[config.mk]
export PLATFORM = sky130hd
export DESIGN_NAME = song_player
export DESIGN_NICKNAME = d
export VERILOG_FILES = /design/src/rtl/song_player.sv
export SDC_FILE = /design/constraint.sdc
export NUM_CORES = 1
export LEC_CHECK = 0
export CAP_MARGIN = 15
export CORE_MARGIN = 2
export CORE_UTILIZATION = 55
export CTS_CLUSTER_DIAMETER = 50
export CTS_CLUSTER_SIZE = 8
export DETAILED_ROUTE_END_ITERATION = 6
export PLACE_DENSITY_LB_ADDON = 0.2
export SLEW_MARGIN = 20
export SYNTH_ARGS = -nofsm -noshare
export SYNTH_HDL_FRONTEND = slang
export SYNTH_SLANG_ARGS = --single-unit
[constraint.sdc]
create_clock -name clock -period 5.6 [get_ports clock]
set_input_delay 1.12 -clock clock [delete_from_list [all_inputs] [get_ports clock]]
set_output_delay 1.12 -clock clock [all_outputs]
set_load 0.05 [all_outputs]
[src/rtl/song_player.sv]
// Square-wave song player: accepts one note code per beat, plays its tone for the
// articulated part of the beat, then a silent gap, with pause and synchronous reset.
module song_player #(
   parameter int unsigned BEAT_CYCLES = 12500000,
   parameter int unsigned GAP_CYCLES  = 625000
) (
   input  logic       clock,
   input  logic       reset_n,
   input  logic [3:0] note_in,
   input  logic       note_valid,
   output logic       note_ready,
   input  logic       enable,
   output logic       audio_out,
   output logic       playing,
   output logic [3:0] cur_note,
   output logic       note_done
);

   localparam int unsigned BeatBits = ($clog2(BEAT_CYCLES) > 24) ? $clog2(BEAT_CYCLES) : 24;
   localparam int unsigned ToneBits = 18;

   localparam logic [BeatBits-1:0] BeatLast = BeatBits'(BEAT_CYCLES - 1);
   localparam logic [BeatBits-1:0] PlayLast = BeatBits'(BEAT_CYCLES - GAP_CYCLES - 1);
   localparam bit                  HasGap   = (GAP_CYCLES != 0);

   typedef enum logic [1:0] {
      StIdle,
      StPlay,
      StGap
   } state_e;

   state_e                state_q, state_d;
   logic [BeatBits-1:0]   beat_q, beat_d;
   logic [ToneBits-1:0]   tone_q, tone_d;
   logic                  audio_q, audio_d;
   logic [3:0]            note_q, note_d;
   logic [ToneBits-1:0]   half_last;
   logic                  is_rest;
   logic                  tone_hit;

   // Half-period in clock cycles for each note code; REST has no tone.
   function automatic logic [ToneBits-1:0] half_period(input logic [3:0] code);
      logic [ToneBits-1:0] hp;
      case (code)
         4'd1:    hp = 18'd170265;
         4'd2:    hp = 18'd101239;
         4'd3:    hp = 18'd90194;
         4'd4:    hp = 18'd85132;
         4'd5:    hp = 18'd75844;
         4'd6:    hp = 18'd71586;
         4'd7:    hp = 18'd67569;
         4'd8:    hp = 18'd63776;
         4'd9:    hp = 18'd56818;
         4'd10:   hp = 18'd53630;
         4'd11:   hp = 18'd50620;
         4'd12:   hp = 18'd47778;
         4'd13:   hp = 18'd45096;
         4'd14:   hp = 18'd42566;
         4'd15:   hp = 18'd37921;
         default: hp = 18'd1;
      endcase
      return hp;
   endfunction

   assign half_last = half_period(note_q) - 18'd1;
   assign is_rest   = (note_q == 4'd0);
   assign tone_hit  = !is_rest && (tone_q == half_last);

   always_comb begin
      state_d    = state_q;
      beat_d     = beat_q;
      tone_d     = tone_q;
      audio_d    = audio_q;
      note_d     = note_q;
      note_ready = 1'b0;
      note_done  = 1'b0;

      if (!enable) begin
         // Everything holds; the tone restarts low when play resumes.
         audio_d = 1'b0;
      end else begin
         unique case (state_q)
            StIdle: begin
               note_ready = 1'b1;
               if (note_valid) begin
                  note_d  = note_in;
                  state_d = StPlay;
                  beat_d  = '0;
                  tone_d  = '0;
                  audio_d = 1'b0;
               end
            end

            StPlay: begin
               beat_d = beat_q + 1'b1;
               if (tone_hit) begin
                  tone_d  = '0;
                  audio_d = ~audio_q;
               end else if (!is_rest) begin
                  tone_d = tone_q + 1'b1;
               end
               // Without a gap PlayLast equals BeatLast, so the beat ends here.
               if (beat_q == BeatLast) begin
                  note_done = 1'b1;
                  state_d   = StIdle;
                  beat_d    = '0;
                  tone_d    = '0;
                  audio_d   = 1'b0;
               end else if (HasGap && (beat_q == PlayLast)) begin
                  state_d = StGap;
                  tone_d  = '0;
                  audio_d = 1'b0;
               end
            end

            StGap: begin
               beat_d  = beat_q + 1'b1;
               audio_d = 1'b0;
               if (beat_q == BeatLast) begin
                  note_done = 1'b1;
                  state_d   = StIdle;
                  beat_d    = '0;
               end
            end

            default: begin
               state_d = StIdle;
               beat_d  = '0;
               tone_d  = '0;
               audio_d = 1'b0;
            end
         endcase
      end
   end

   always_ff @(posedge clock) begin
      if (!reset_n) begin
         state_q <= StIdle;
         beat_q  <= '0;
         tone_q  <= '0;
         audio_q <= 1'b0;
         note_q  <= 4'd0;
      end else begin
         state_q <= state_d;
         beat_q  <= beat_d;
         tone_q  <= tone_d;
         audio_q <= audio_d;
         note_q  <= note_d;
      end
   end

   assign audio_out = audio_q && enable && (state_q == StPlay);
   assign playing   = (state_q != StIdle);
   assign cur_note  = note_q;

endmodule

==> results.json, run 1 <==
{
  "status": "complete, no violations",
  "hold_buffers": 0,
  "netlist_area_um2": 4000,
  "hpwl_um": 6450,
  "grt_pass1_wl_um": 14600,
  "cts_max_level": 3,
  "utilization_pct": 61.0,
  "clock-sinks": 67,
  "leakage_nw": 1.57,
  "ant_nets": 0,
  "gp_congestion": 0.904,
  "cp-startpoint": "enable",
  "slowest_stage": "clkdlybuf4s50_1",
  "grt_overflow_total": 0,
  "finalCritPeriodShare_pct": 71.2,
  "drc": 0,
  "clk_latency_ns": 0.35,
  "dr_total_vias": 3425,
  "r2r_setup_slack_ns": 2.74,
  "ctsResizeCount": 0,
  "cp-start-kind": "input pin",
  "clockRootBuffer": "clkbuf_8",
  "use_met1_pct": 25.5,
  "pin_count": 16,
  "crit_fanout": 11,
  "crit_buf_inv": 2,
  "ir_worst_vdd_mv": 0.186,
  "clockBufferDepth": 2,
  "start_util_pct": 56.0,
  "routed_wl_um": 8730,
  "synth_edf_count": 0,
  "yosysMostFrequentCell": "dfxtp_1",
  "ys_ff_latch": 67,
  "setup_viol": 0,
  "fin_nets": 509,
  "yosys.area.top_type": "dfxtp_1",
  "yosys_warnings": 0,
  "numPortBuffers": 15,
  "syn-num-nets": 502,
  "yosysSeqAreaShare_pct": 33.6,
  "tritoncts": "yes",
  "synthDistinctLibCells": 62,
  "max_slew.worst_pin.slew_ns": 0.756,
  "path_cells": "clkdlybuf4s50_1 > and3_1 > clkdlybuf4s50_1",
  "dr.pass1.iters": 5,
  "finalMaxSlewViolations": 0,
  "numCtsBuffers": 9,
  "crit_top_cell": "clkdlybuf4s50_1",
  "worstPathRequired_ns": 4.48,
  "antennaDiodeCount": 0,
  "relSlewSlack_pct": 49.6,
  "worstSetupEndpointType": "primary output",
  "cts_setup_buffers": 0,
  "async_flop_share_pct": 0,
  "row_count": 31,
  "antenna_found_initial": 0,
  "clk_pin_slew_ns": 0.07,
  "grt_use_met2_pct": 42.8,
  "yosys-top-cells-area": "dfxtp_1, xnor2_1, xor2_1, nand2_1, nor2_1",
  "cpPeakStageDelay_ns": 0.81,
  "vias_per_cell": 5.78,
  "synthFlopType": "dfxtp_1",
  "rsz0062_at_grt": "no",
  "ys_top_cells_by_count": "dfxtp_1, nand2_1, nor2_1",
  "grtUsageTotal_pct": 23.6,
  "crit_family": "buffers and inverters",
  "syn_avg_cell_area_um2": 8.29,
  "use_met3_pct": 5.72,
  "design_area_um2": 4360,
  "setup_tns_ns": 0,
  "drtIter0Drc": 228,
  "fp.dieW_um": 89.3,
  "power_density_nw_per_um2": 249,
  "synthCells": 482,
  "hold_viol_final": 0,
  "fmax_mhz": 251,
  "placed_area_um2": 4190,
  "path_class": "input pin to primary output",
  "drive_above_1_share_pct": 8.30,
  "die_h_um": 89.3,
  "gr-max-usage-layer": "met2",
  "dieArea_um2": 7970,
  "yosysTopAreaCellShare_pct": 33.6,
  "hold_class": "flop to flop",
  "syn_to_final_growth_pct": 8.98,
  "grt_pass1_vias": 3230,
  "coreArea_um2": 7140,
  "max-cap-violations": 0,
  "hold_path.startpoint": "state_q[1]",
  "grt_max_degree": 30,
  "wire_per_inst_um": 14.7,
  "arrival_ns": 2.87,
  "finalClockSkew_ns": 0.0116,
  "finalCriticalPeriod_ns": 3.99
}
[logic make-up (layout without fill, tap and decap cells)]
| family | count (synthesis) | count (layout) | share of synthesized area, % |
|---|---|---|---|
| xor gates and xnor gates | 48 | 48 | 10.5 |
| AOI/OAI and AO/OA | 90 | 90 | 17.0 |
| buffers and inverters | 38 | 50 | 3.94 |
| DFF | 67 | 67 | 33.6 |
| muxes | 8 | 8 | 2.03 |
| adders and majority gates | 12 | 12 | 3.76 |
| and+or+nand+nor | 219 | 219 | 29.2 |
[worst register-to-register path, delay by kind of cell (launching register included)]
family	cells	cell delay, ns
simple gates	2	0.77
flops	1	0.39
compound gates	5	1.55
[final cells by class]
type / count / area (um2)
Clock inverter: 6 / 42.5
Timing Repair Buffer: 15 / 150
Fill cell: 636 / 2780
Sequential cell: 67 / 1340
Tap cell: 99 / 124
Clock buffer: 10 / 128
Multi-Input combinational cell: 377 / 2500
Inverter: 19 / 71.3
[cell usage in the layout, fill, tap and decap left out, types with 4 or more instances in the layout]
| cell type | Yosys | layout |
|---|---|---|
| nand2_1 | 52 | 52 |
| a211oi_1 | 6 | 6 |
| a31oi_1 | 7 | 7 |
| and3_1 | 14 | 14 |
| clkdlybuf4s50_1 | 0 | 15 |
| clkbuf_8 | 0 | 9 |
| and2_1 | 6 | 6 |
| nand3_1 | 16 | 16 |
| dfxtp_1 | 67 | 67 |
| mux2i_1 | 7 | 7 |
| or3_1 | 4 | 4 |
| nand4b_1 | 4 | 4 |
| o22ai_1 | 4 | 4 |
| nor3_2 | 4 | 4 |
| o21ai_0 | 22 | 22 |
| nand4_1 | 10 | 10 |
| a211oi_2 | 7 | 7 |
| nor2_1 | 50 | 50 |
| nor3_1 | 13 | 13 |
| a21oi_1 | 17 | 17 |
| and4_1 | 6 | 6 |
| ha_1 | 12 | 12 |
| inv_1 | 19 | 19 |
| nor2b_1 | 6 | 6 |
| xor2_1 | 23 | 23 |
| nor4_1 | 6 | 6 |
| xnor2_1 | 25 | 25 |
| nand2b_1 | 13 | 13 |
[where the power goes]
part / total [mW] / internal (mW) / switching, mW
Sequential: 0.519 / 0.496 / 0.0226
Clock: 0.349 / 0.160 / 0.188
Combinational: 0.218 / 0.0800 / 0.139
[final timing paths]
check               end  cells after the start
max           audio_out                      3
min          state_q[1]                      2
max reg2reg   tone_q[3]                      7
min reg2reg  state_q[1]                      2
[per-stage QoR]
stage | total power, mW | instances | worst slack [ns] | hold slack (ns)
2_1_floorplan | 0.698 | 482 | 2.64 | 0.453
3_3_place_gp | 0.744 | 577 | 1.65 | 0.476
3_5_place_dp | 0.748 | 577 | 1.63 | 0.479
4_1_cts | 1.10 | 593 | 1.63 | 0.489
5_1_grt | 1.14 | 593 | 1.57 | 0.509
6_report | 1.09 | 593 | 1.61 | 0.483
[per-layer routing]
metal / vias to the layer above / wire (um)
li1: 1739 / -
met1: 1604 / 3660
met2: 68 / 4630
met3: 14 / 261
met4: 0 / 175
met5: - / 0
No activity file was read; power rests on OpenSTA's default activity.
==> run 2, diff against run 1 <==
==> constraint.sdc (replaced) <==
create_clock -name clock -period 4.04 [get_ports clock]
set_input_delay 0.808 -clock clock [delete_from_list [all_inputs] [get_ports clock]]
set_output_delay 0.808 -clock clock [all_outputs]
set_load 0.05 [all_outputs]
==> run 2 against run 1 <==
Against the previous run:
- flip-flop and latch count stayed put
- register-to-register slack worse by 1.6 ns
- via count hardly changed
- setup slack worse by 1.1 ns
- count of clock-buffer cells in the layout is 1 higher
- combinational power is 42% higher
- die area stayed put
- wire length is 2.9% higher
- largest power group unchanged
- sequential share of layout area is 0.12 points lower
==> results.json, run 2 (synthesis results as in run 1) <==
{
  "status": "complete, no violations",
  "hold_viol_final": 0,
  "die_h_um": 89.3,
  "vias_per_cell": 5.79,
  "row_count": 31,
  "layout_common_cells": "dfxtp_1, nand2_1, nor2_1, xnor2_1, xor2_1",
  "hold_class": "flop to flop",
  "gp_congestion": 0.896,
  "coreArea_um2": 7140,
  "fmax_mhz": 280,
  "power_density_nw_per_um2": 357,
  "max-cap-violations": 0,
  "max_slew.worst_pin.slew_ns": 0.825,
  "fp.dieW_um": 89.3,
  "ctsResizeCount": 0,
  "finalClockSkew_ns": 0.0144,
  "finalCritPeriodShare_pct": 88.4,
  "dieArea_um2": 7970,
  "clk_pin_slew_ns": 0.07,
  "drc": 0,
  "hpwl_um": 6660,
  "syn_to_final_growth_pct": 9.42,
  "use_met1_pct": 27.5,
  "fin_nets": 510,
  "wire_per_inst_um": 15.2,
  "cts_setup_buffers": 0,
  "dr_total_vias": 3427,
  "grtUsageTotal_pct": 24.4,
  "antenna_found_initial": 0,
  "gr-max-usage-layer": "met2",
  "finalNonFillerCells": 592,
  "clock-sinks": 67,
  "tritoncts": "yes",
  "grt_pass1_vias": 3273,
  "numCtsBuffers": 9,
  "clk_latency_ns": 0.34,
  "setup_viol": 0,
  "grt_max_degree": 30,
  "finalMaxSlewViolations": 0,
  "placed_area_um2": 4190,
  "path_cells": "or4b_2 > nor3_2 > nand3_1 > inv_1 > and3_1 > clkdlybuf4s50_1",
  "cpPeakStageDelay_ns": 0.80,
  "utilization_pct": 61.3,
  "clockRootBuffer": "clkbuf_8",
  "cts_max_level": 3,
  "crit_fanout": 4,
  "drtIter0Drc": 196,
  "dp.cells": 578,
  "clockBufferDepth": 2,
  "use_met3_pct": 4.71,
  "drive_above_1_share_pct": 7.91,
  "arrival_ns": 2.76,
  "relSlewSlack_pct": 45.0,
  "grt_pass1_wl_um": 15000,
  "worstPathRequired_ns": 3.23,
  "dr.pass1.iters": 5,
  "pin_count": 16,
  "grt_overflow_total": 0,
  "grt_use_met2_pct": 43.7,
  "design_area_um2": 4370,
  "ant_nets": 0,
  "crit_buf_inv": 2,
  "setup_tns_ns": 0,
  "setup_slack_ns": 0.469,
  "finalCriticalPeriod_ns": 3.57,
  "crit_family": "simple AND/OR/NAND/NOR gates",
  "path_class": "flop to primary output",
  "numPortBuffers": 15,
  "ir_worst_vdd_mv": 0.221,
  "leakage_nw": 1.59,
  "slowest_stage": "clkdlybuf4s50_1",
  "pre_cts_slack_ns": 0.716,
  "hold_buffers": 0,
  "rsz0062_at_grt": "no",
  "worstSetupEndpointType": "primary output",
  "routed_wl_um": 8980,
  "start_util_pct": 56.0,
  "final_common_cell": "dfxtp_1",
  "antennaDiodeCount": 0,
  "cp-start-kind": "flop"
}
==> run 2: path summary, 6_finish.rpt <==
| path | from | endpoint | slack, ns | cells past startpoint |
|---|---|---|---|---|
| worst max-delay path | beat_q[6] | note_done | 0.47 | 6 |
| worst min-delay path | state_q[1] | state_q[1] | 0.49 | 2 |
| worst max register to register | flop | tone_q[3] | 1.12 | 7 |
| worst min register to register | state_q[1] | state_q[1] | 0.49 | 2 |
==> run 2: power by group <==
part	internal, mW	switching [mW]
registers	0.688	0.0312
logic	0.112	0.197
clock network	0.293	0.240
==> run 2: per-stage QoR <==
step	hold WS [ns]	total power, mW
finish	0.489	1.56
CTS	0.488	1.57
floorplan	0.453	0.967
global placement	0.468	1.03
detailed placement	0.477	1.04
global route	0.534	1.64
==> run 2: worst reg2reg max path: stages (launching register included) <==
cell and delay, ns:
dfxtp_1 0.35, nor3_2 0.41, nand4_1 0.29, or3b_1 0.44, a31oi_1 0.15, o2111ai_1 0.35
o21bai_4 0.62, a211oi_1 0.17
==> run 2: area by class of cell <==
| type | count | area, um2 |
|---|---|---|
| Clock buffer | 11 | 141 |
| Inverter | 19 | 71.3 |
| Sequential cell | 67 | 1340 |
| Tap cell | 99 | 124 |
| Multi-Input combinational cell | 377 | 2500 |
| Fill cell | 679 | 2760 |
| Clock inverter | 3 | 40.0 |
| Timing Repair Buffer | 16 | 158 |
==> run 2: layer usage <==
metal	routed length [um]	share of wire, %
met1	3750	42
met2	4600	51
met3	354	3.9
met4	280	3.1
met5	0	0
